===== src/rtl/arc_stim_sequencer.sv =====
// -----------------------------------------------------------------------------
// arc_stim_sequencer
//
// Stimulus sequencer for the ARC datapath system. After a start request it
// holds sys_rst_o high for RST_CYCLES cycles, then emits a train of one-hot
// acknowledge pulses (GAP_CYCLES idle, PULSE_W high) rotating round-robin over
// NUM_CH channels. NUM_PULSES=0 runs continuously until stop_i.
//
// Optional build macro: ARC_STIM_HANDSHAKE_EN
//   Adds req_i. A gap only ends once req_i[ch_idx] is high, and a pulse is
//   stretched past PULSE_W until req_i[ch_idx] drops.
//
// Ports:
//   clk_i        system clock
//   rst_i        synchronous active-high reset
//   start_i      begin a run (accepted in IDLE or DONE only)
//   stop_i       abort the current run, go to DONE
//   req_i        per-channel request (handshake build only)
//   sys_rst_o    generated datapath reset, active-high
//   ack_o        one-hot acknowledge pulses
//   busy_o       run in progress (RESET, GAP, PULSE)
//   done_o       run finished or aborted
//   pulse_cnt_o  pulses completed in the current run
//   ch_idx_o     channel receiving the current or next pulse
// -----------------------------------------------------------------------------
module arc_stim_sequencer #(
   parameter int unsigned CLK_FREQ   = 50000000,
   parameter int unsigned NUM_CH     = 2,
   parameter int unsigned RST_CYCLES = 4,
   parameter int unsigned GAP_CYCLES = 10,
   parameter int unsigned PULSE_W    = 2,
   parameter int unsigned NUM_PULSES = 5
) (
   input  logic              clk_i,
   input  logic              rst_i,
   input  logic              start_i,
   input  logic              stop_i,
`ifdef ARC_STIM_HANDSHAKE_EN
   input  logic [NUM_CH-1:0] req_i,
`endif
   output logic              sys_rst_o,
   output logic [NUM_CH-1:0] ack_o,
   output logic              busy_o,
   output logic              done_o,
   output logic [15:0]       pulse_cnt_o,
   output logic [3:0]        ch_idx_o
);

   typedef enum logic [2:0] {
      S_IDLE  = 3'd0,
      S_RESET = 3'd1,
      S_GAP   = 3'd2,
      S_PULSE = 3'd3,
      S_DONE  = 3'd4
   } state_t;

   localparam logic [15:0] RST_INIT = 16'(RST_CYCLES - 32'd1);
   localparam logic [15:0] GAP_INIT = 16'(GAP_CYCLES - 32'd1);
   localparam logic [15:0] PW_INIT  = 16'(PULSE_W - 32'd1);
   localparam logic [15:0] N_PULSE  = 16'(NUM_PULSES);
   localparam logic [3:0]  CH_LAST  = 4'(NUM_CH - 32'd1);

   // Reject out-of-range parameters at elaboration
   if (NUM_CH < 32'd1 || NUM_CH > 32'd16 || RST_CYCLES < 32'd1 || RST_CYCLES > 32'd255 ||
       GAP_CYCLES < 32'd1 || GAP_CYCLES > 32'd65535 || PULSE_W < 32'd1 || PULSE_W > 32'd255 ||
       NUM_PULSES > 32'd65535 || CLK_FREQ == 32'd0) begin : g_bad_param
      $error("arc_stim_sequencer: parameter out of range");
   end

   function automatic logic [NUM_CH-1:0] onehot(input logic [3:0] idx);
      logic [NUM_CH-1:0] oh;
      oh = '0;
      for (int i = 0; i < int'(NUM_CH); i++) begin
         oh[i] = (idx == i[3:0]);
      end
      return oh;
   endfunction

   state_t            state_q, state_d;
   logic [15:0]       timer_q, timer_d;
   logic [15:0]       cnt_q, cnt_d;
   logic [3:0]        ch_q, ch_d;
   logic              sys_rst_q, busy_q, done_q;
   logic [NUM_CH-1:0] ack_q, ack_d;
   logic [3:0]        ch_next_s;
   logic [15:0]       cnt_inc_s;
   logic              gap_go_s;
   logic              pulse_hold_s;

`ifdef ARC_STIM_HANDSHAKE_EN
   // Gap waits for the current channel's request; the pulse follows it
   assign gap_go_s     = |(req_i & onehot(ch_q));
   assign pulse_hold_s = |(req_i & onehot(ch_q));
`else
   assign gap_go_s     = 1'b1;
   assign pulse_hold_s = 1'b0;
`endif

   assign ch_next_s = (ch_q == CH_LAST) ? 4'd0 : ch_q + 4'd1;
   assign cnt_inc_s = cnt_q + 16'd1;

   // Next-state logic; stop outranks start, which outranks timer expiry
   always_comb begin
      state_d = state_q;
      timer_d = timer_q;
      cnt_d   = cnt_q;
      ch_d    = ch_q;
      case (state_q)
         S_IDLE, S_DONE: begin
            if (!stop_i && start_i) begin
               state_d = S_RESET;
               timer_d = RST_INIT;
               cnt_d   = 16'd0;
               ch_d    = 4'd0;
            end else begin
               state_d = state_q;
            end
         end
         S_RESET: begin
            if (stop_i) begin
               state_d = S_DONE;
            end else if (timer_q == 16'd0) begin
               state_d = S_GAP;
               timer_d = GAP_INIT;
            end else begin
               timer_d = timer_q - 16'd1;
            end
         end
         S_GAP: begin
            if (stop_i) begin
               state_d = S_DONE;
            end else if (timer_q != 16'd0) begin
               timer_d = timer_q - 16'd1;
            end else if (gap_go_s) begin
               state_d = S_PULSE;
               timer_d = PW_INIT;
            end else begin
               timer_d = 16'd0;
            end
         end
         S_PULSE: begin
            if (stop_i) begin
               // Truncated pulse is not counted
               state_d = S_DONE;
            end else if (timer_q != 16'd0) begin
               timer_d = timer_q - 16'd1;
            end else if (!pulse_hold_s) begin
               cnt_d = cnt_inc_s;
               ch_d  = ch_next_s;
               if ((NUM_PULSES != 32'd0) && (cnt_inc_s == N_PULSE)) begin
                  state_d = S_DONE;
               end else begin
                  state_d = S_GAP;
                  timer_d = GAP_INIT;
               end
            end else begin
               timer_d = 16'd0;
            end
         end
         default: begin
            state_d = S_IDLE;
         end
      endcase
   end

   // Outputs are decoded from the next state so they line up with it
   always_comb begin
      if (state_d == S_PULSE) begin
         ack_d = onehot(ch_d);
      end else begin
         ack_d = '0;
      end
   end

   // State, counters and registered outputs
   always_ff @(posedge clk_i) begin
      if (rst_i) begin
         state_q   <= S_IDLE;
         timer_q   <= 16'd0;
         cnt_q     <= 16'd0;
         ch_q      <= 4'd0;
         sys_rst_q <= 1'b0;
         busy_q    <= 1'b0;
         done_q    <= 1'b0;
         ack_q     <= '0;
      end else begin
         state_q   <= state_d;
         timer_q   <= timer_d;
         cnt_q     <= cnt_d;
         ch_q      <= ch_d;
         sys_rst_q <= (state_d == S_RESET);
         busy_q    <= (state_d == S_RESET) || (state_d == S_GAP) || (state_d == S_PULSE);
         done_q    <= (state_d == S_DONE);
         ack_q     <= ack_d;
      end
   end

   assign sys_rst_o   = sys_rst_q;
   assign ack_o       = ack_q;
   assign busy_o      = busy_q;
   assign done_o      = done_q;
   assign pulse_cnt_o = cnt_q;
   assign ch_idx_o    = ch_q;

endmodule


===== config.mk =====
export PLATFORM = sky130hd
export DESIGN_NAME = arc_stim_sequencer
export DESIGN_NICKNAME = d
export VERILOG_FILES = /design/src/rtl/arc_stim_sequencer.sv
export SDC_FILE = /design/constraint.sdc
export NUM_CORES = 1
export LEC_CHECK = 0
export BUFFER_PORTS_ARGS = -buffer_cell sky130_fd_sc_hd__buf_2
export CORE_MARGIN = 1.5
export CORE_UTILIZATION = 54
export CTS_CLUSTER_SIZE = 10
export DETAILED_ROUTE_END_ITERATION = 10
export PLACE_DENSITY_LB_ADDON = 0.1
export SETUP_SLACK_MARGIN = 0.3
export SYNTH_ARGS = -nofsm -noshare
export SYNTH_HDL_FRONTEND = slang
export SYNTH_SLANG_ARGS = --single-unit

===== constraint.sdc =====
create_clock -name clk_i -period 2.7 [get_ports clk_i]
set_clock_uncertainty 0.2 [all_clocks]
set_input_delay 0.135 -clock clk_i [delete_from_list [all_inputs] [get_ports clk_i]]
set_output_delay 0.135 -clock clk_i [all_outputs]
set_load 0.1 [all_outputs]

# Word-level counts from Yosys, hierarchy flattened
# Index checks and enable logic that the tools add are counted.
# op_classes
add_sub_neg,3
n_eq_ne,17
muxes,27
bitwise,1
n_reduce_logical,14
# ops
op,n
$mux 16,11
$pmux 16 s4,1
$pmux 16 s2,1
$mux 3,8
$add 16x1->16 const B,1
$eq 16x3->1 const B,1
$logic_not 16->1,1
$mux 4,4
$reduce_bool 16->1,1
$sub 16x1->16 const B,1
$eq 3x2->1 const B,4
$pmux 3 s4,1
$ne 2x2->1 const B,5
$eq 4x1->1 const B,2
$pmux 4 s2,1
$eq 3x1->1 const B,2
$eq 3x3->1 const B,2
$reduce_and 6->1,1
$add 4x1->4 const B,1
$logic_not 4->1,1
$reduce_and 4->1,1
$reduce_bool 4->1,1
$reduce_or 2->1,2
$logic_not 3->1,1
6 further kinds,7
# word_totals
regBits,44
in_bits,4
output_inout_bits,25
word_cells,70

# Longest topological paths before layout
# depth
ltp_word,9
ltp_mapped,11
ltp_nobuf,9

# Least setup slack after synthesis
# No wires, ideal clock.
# synth_path
path_type,reg2reg
start,"register cnt_q[0], in the netlist pulse_cnt_o[0]"
end,register timer_q[3]
setup_time_ps,128
arrival_ps,2982
required_ps,2372
setup_slack_ps,-610
path_stages_with_launch,10
path_buffers,1
period_less_slack_ps,3310
cell_sequence,dfxtp_1 > ha_1 > nand4_1 > or4_1 > o22ai_2 > nor4_2 > a21oi_4 > buf_6 > mux2i_1 > nor2_1
# synth_between
elab_chain_len,4
# synth_lines
item,line_no,rtl
"start, declared",81,"logic [15:0] cnt_q, cnt_d;"
"start signal, assigned",189,cnt_q <= cnt_d;
$add 16x1->16,100,assign cnt_inc_s = cnt_q + 16'd1;
$eq 16x3->1,150,if ((NUM_PULSES != 32'd0) && (cnt_inc_s == N_PULSE)) begin
$ne 3x3->1 (no line),-,
$reduce_and 6->1 (no line),-,
"end signal, assigned",188,timer_q <= timer_d;
"end, declared",80,"logic [15:0] timer_q, timer_d;"
# No other way between the ends.
# A chain may end at the register's enable or synchronous reset.

# Worst setup path after layout
# layout_path
start,register timer_q[0]
end,register timer_q[14]
# layout_between
elab_chain_len,4
elab_cells_between_ends,12
cone_classes,add/sub (1); eq/ne (1); mux (7); reduce/logical (3)
# layout_lines
item,line_no,rtl
"$sub 16x1->16, or another cell as far along","126, 133, 146",
$mux 16 (on tied branches),"145, 122, 132",
$mux 16 (on tied branches),"142, 120, 130",
$pmux 16 s4,108,case (state_q)
# Several ways; a longest one is shown, not always the timed one. The select of a mux whose other input is x is not followed.

==> results <==
- The sum of net half-perimeters after detailed placement is between 5 and 6 mm.
- The via count of the first global-routing pass is ~2500.
- Traced cell by cell, the critical path runs through inv_2 > ha_4 > or3b_4 > and4b_2 > nand2_2 > or4_4 > a21oi_2 > a21boi_1 > o21a_1.
- In the routed design, unresolved DRC markers number 0.
- The final period utilization is a little over nine tenths.
- The net count of the mapped netlist is ~360.
- The most frequently used cell type in the post-synthesis netlist is sky130_fd_sc_hd__dfxtp_1.
- For this run, the detailed router's first-pass iteration total came to 5.
- The vertical die dimension is 75.1 um.
- The post-route non-filler standard cell count is approximately 460.
- In this run the horizontal extent of the chip is between 70 and 80 um.
- The number of max-slew violations in the final report is 0.
- The synthesized area divided by synthesized cell count is 8.10 um^2.
- The run finished with clean final reports.
- The number of inserted diodes is 0.
- The tightest hold path in the finished design has a slack of approximately 0.030 ns.
- The share of cells above drive strength 1 is 36.5%.
- Across the run, the number of max-cap violations was 0.
- The number of placed I/O pins is 29.
- The clock sink count is 44.
- The clock network accounts for 27.4% of the total power.
- The wire length after detailed routing is 8.10 mm.
- The clock passes through at most 2 buffers.
- Sequential cells were found to cover between 30% and 40% of the synthesized design area.
- The clock-pin slew on the worst setup and hold paths is around 0.090 ns.
- The slowest stage of the critical path belongs to the cell sky130_fd_sc_hd__or4_4.
- The analysis attributes to net switching a power of 0.000530 W.
- Across the VDD grid, the largest voltage drop is between 0.0002 and 0.0003 V.
- The final critical path time including I/O delays and setup is 2.60 ns.
- Yosys mapped a number of flops with a built-in enable equal to 0.
- The type of destination of the critical path is a flip-flop.
- The detailed-route wire length per cell is between 15 and 20 um.
- Across all layers, the routed design uses roughly 2900 vias.
- The synthesized instance count is roughly 350.
- The number of CTS-inserted buffers is 5.
- At the later pin of the worst-skew pair, clock insertion delay measures around 0.30 ns.
- The number of placed cells counting well taps is around 440.
- The first global-routing pass estimated between 10 and 15 mm of wire.
- Entering global routing, the biggest net connects 23 pins.
- The die covers ~0.0056 mm^2.
- The initialized floorplan defines 26 standard-cell rows.
- CTS built an H-tree with a depth of 2.
- The register share of total power is between 40% and 50%.
- In this run the tightest slew margin relative to its limit is 43.4%.
- The top-area cell type share of the netlist area is between 30% and 40%.
- The layout overhead on the synthesized area is 28.3%.
- The number of nets in the layout is about 400.
- The cell-internal power is between 0.001 and 0.0015 W.
- In this design, the stage delay of the slowest critical-path cell is 0.48 ns.
- Using the TritonRoute via totals, the vias-per-cell ratio works out to 6.20.
- For this block, the initial DRC count from the detailed router was about 150.
- The main flop type after synthesis is sky130_fd_sc_hd__dfxtp_1.
- After synthesis, the cell types taking the most area are sky130_fd_sc_hd__dfxtp_1, sky130_fd_sc_hd__a21oi_1, sky130_fd_sc_hd__nand2_1, sky130_fd_sc_hd__nor2_1, sky130_fd_sc_hd__nand4_1.
- The netlist area before placement is approximately 0.0028 mm^2.
- The total of hold buffers inserted after clock tree synthesis is 0.
- The switching portion of total power is about a third.
- TritonCTS built the clock tree.
- For this run, asynchronously set or reset flops after synthesis account for 0%.
- The data arrival time of the critical path is roughly 2.6 ns.
- Measured on the finished design, the core utilization comes to approximately 70%.
- Setup total negative slack on the finished layout was measured at 0 ns.
- CTS placed an instance of sky130_fd_sc_hd__clkbuf_8 at the clock tree root.
- The number of distinct library cells after synthesis is 67.
- The layout has between 400 and 500 filler cells.
- Setup violations remaining at the end of the flow were counted as 0.
- The initial antenna violation count was 0.
- For the worst setup path, the data required time is around 2.7 ns.
- The commonest cells after synthesis are sky130_fd_sc_hd__dfxtp_1, sky130_fd_sc_hd__nand2_1, sky130_fd_sc_hd__a21oi_1, sky130_fd_sc_hd__nor2_1, sky130_fd_sc_hd__clkbuf_1.
- Once the floorplan was initialized, standard cells occupied between 50 and 60% of the core.
- In this run the remaining antenna-violating nets after routing total 0.
- The total leakage power is approximately 1.4 nW.
- The count of buffers from port buffering is 28.
- The worst hold path depth is 2.
- The floorplan step defined a core boundary enclosing between 0.005 and 0.006 mm^2.
- The type of the most critical hold path is input port to flip-flop.
- For this run, the total global-route usage over all layers was measured as about 29%.
- The largest total area in the synthesized netlist belongs to sky130_fd_sc_hd__dfxtp_1.
- The Yosys step of the flow raised 0 warnings.
- The number of cells on the worst reg-to-reg path is 9.
- The number of failing hold endpoints at the final stage is 0.
- Setup repair after global routing could not meet its margin everywhere.
- The flip-flop and latch count after synthesis is 44.
- The relative contribution of combinational cells to total power is between 30 and 40%.
- The biggest fanout along the worst timing path is 5.
- At the end of routability-driven placement, the weighted congestion stood at between 0.9 and 1.
- The total power density per cell area is roughly 440 mW/mm^2.
- For this run, the top clock speed supported by timing is a little under 400 MHz.
- At the pin with the least slew margin, the transition time is between 0.8 and 0.9 ns.
- The startpoint type of the worst setup path is a flip-flop.
- The total global routing overflow is 0.
- By startpoint and endpoint, the worst setup path is classified as flip-flop to flip-flop.
## cell families after synthesis
| kind of cell | synth area share, % |
|---|---|
| AOI/OAI and AO/OA | 25.3 |
| xor gates and xnor gates | 1.87 |
| adders and majority gates | 2.23 |
| buffers and inverters | 5.40 |
| DFF | 31.4 |
| muxes | 1.43 |
| and+or+nand+nor | 32.4 |
## stage by stage
step           instance area [um^2]  total power (W)  setup WS (ns)
6_report                       3600          0.00159         0.0981
5_1_grt                        3600          0.00166        0.00725
4_1_cts                        3420          0.00152          0.159
3_5_place_dp                   3130          0.00103        0.00949
3_3_place_gp                   3130          0.00103         0.0443
2_1_floorplan                  2900         0.000960          0.173
## layer usage
layer	share of wire [%]	vias to the layer above	track usage, %
met5	0	-	0
met4	1.9	0	10.5
met3	4.5	20	4.82
met2	52	80	52.7
met1	42	1387	33.7
li1	-	1390	-
## flip-flops by register name (all words and copies together), names as in the netlist
register     cells
state_q          3
sys_rst_o        1
timer_q         16
pulse_cnt_o     16
ch_idx_o         4
done_o           1
busy_o           1
ack_o            2
## cell type report
type                       count  area [um^2]  area share, %
timing repair buffer          61          399           11.1
multi-input combinational    267         2030           56.4
clock inverter                 1         7.51          0.209
inverter                      14         52.6           1.46
sequential                    44          935           26.0
clock buffer                   7         86.3           2.40
tap                           70         87.6           2.43
## final timing paths
path,start,endpoint,slack [ns]
worst max-delay path,timer_q[0]$_SDFFE_PP0P_,timer_q[14]$_SDFFE_PP0P_,0.1
worst min-delay path,rst_i,timer_q[3]$_SDFFE_PP0P_,0.03
worst max register to register,timer_q[0]$_SDFFE_PP0P_,timer_q[14]$_SDFFE_PP0P_,0.1
worst min register to register,pulse_cnt_o[15]$_SDFFE_PP0P_,pulse_cnt_o[15]$_SDFFE_PP0P_,0.28
## worst max-delay path: cells and delay by family, from the launching register on
kind,cells,cell delay [ns]
simple gates,4,1.33
compound gates,3,0.44
flops,1,0.33
fa+ha+maj,1,0.12
buf+inv,1,0.07
## layout by cell type, fill, tap and decap left out, drive strengths merged, types with 3 or more instances in the layout
| master | n |
|---|---|
| o211a | 3 |
| o31ai | 9 |
| a31oi | 3 |
| o21a | 3 |
| xnor2 | 4 |
| ha | 5 |
| nand2b | 5 |
| nor2b | 4 |
| clkbuf | 7 |
| a311oi | 5 |
| or2 | 4 |
| a211oi | 7 |
| or3 | 5 |
| and3b | 3 |
| nand4 | 13 |
| and4 | 5 |
| inv | 14 |
| nand3 | 8 |
| nor4 | 12 |
| dfxtp | 44 |
| and2 | 4 |
| nand2 | 34 |
| nor2 | 31 |
| buf | 61 |
| o211ai | 4 |
| nor3 | 11 |
| o21ai | 10 |
| a21oi | 34 |
| and3 | 6 |
| mux2i | 4 |
| a221oi | 4 |
## power groups by stage
stage                     registers [W]  logic, W  clock network (W)
final                          0.000672  0.000480           0.000436
after global routing           0.000675  0.000512           0.000476
after CTS                      0.000670  0.000408           0.000446
after detailed placement       0.000686  0.000345                  0
after global placement         0.000686  0.000341                  0
after floorplan                0.000702  0.000258                  0
## repair_timing
item	CTS	global route
pin swaps	12	18
buffers inserted	14	4
endpoints found under the setup margin	41	39
cloned	1	0
resized for setup	17	24
Note: power is estimated with default switching activity, not from simulation.
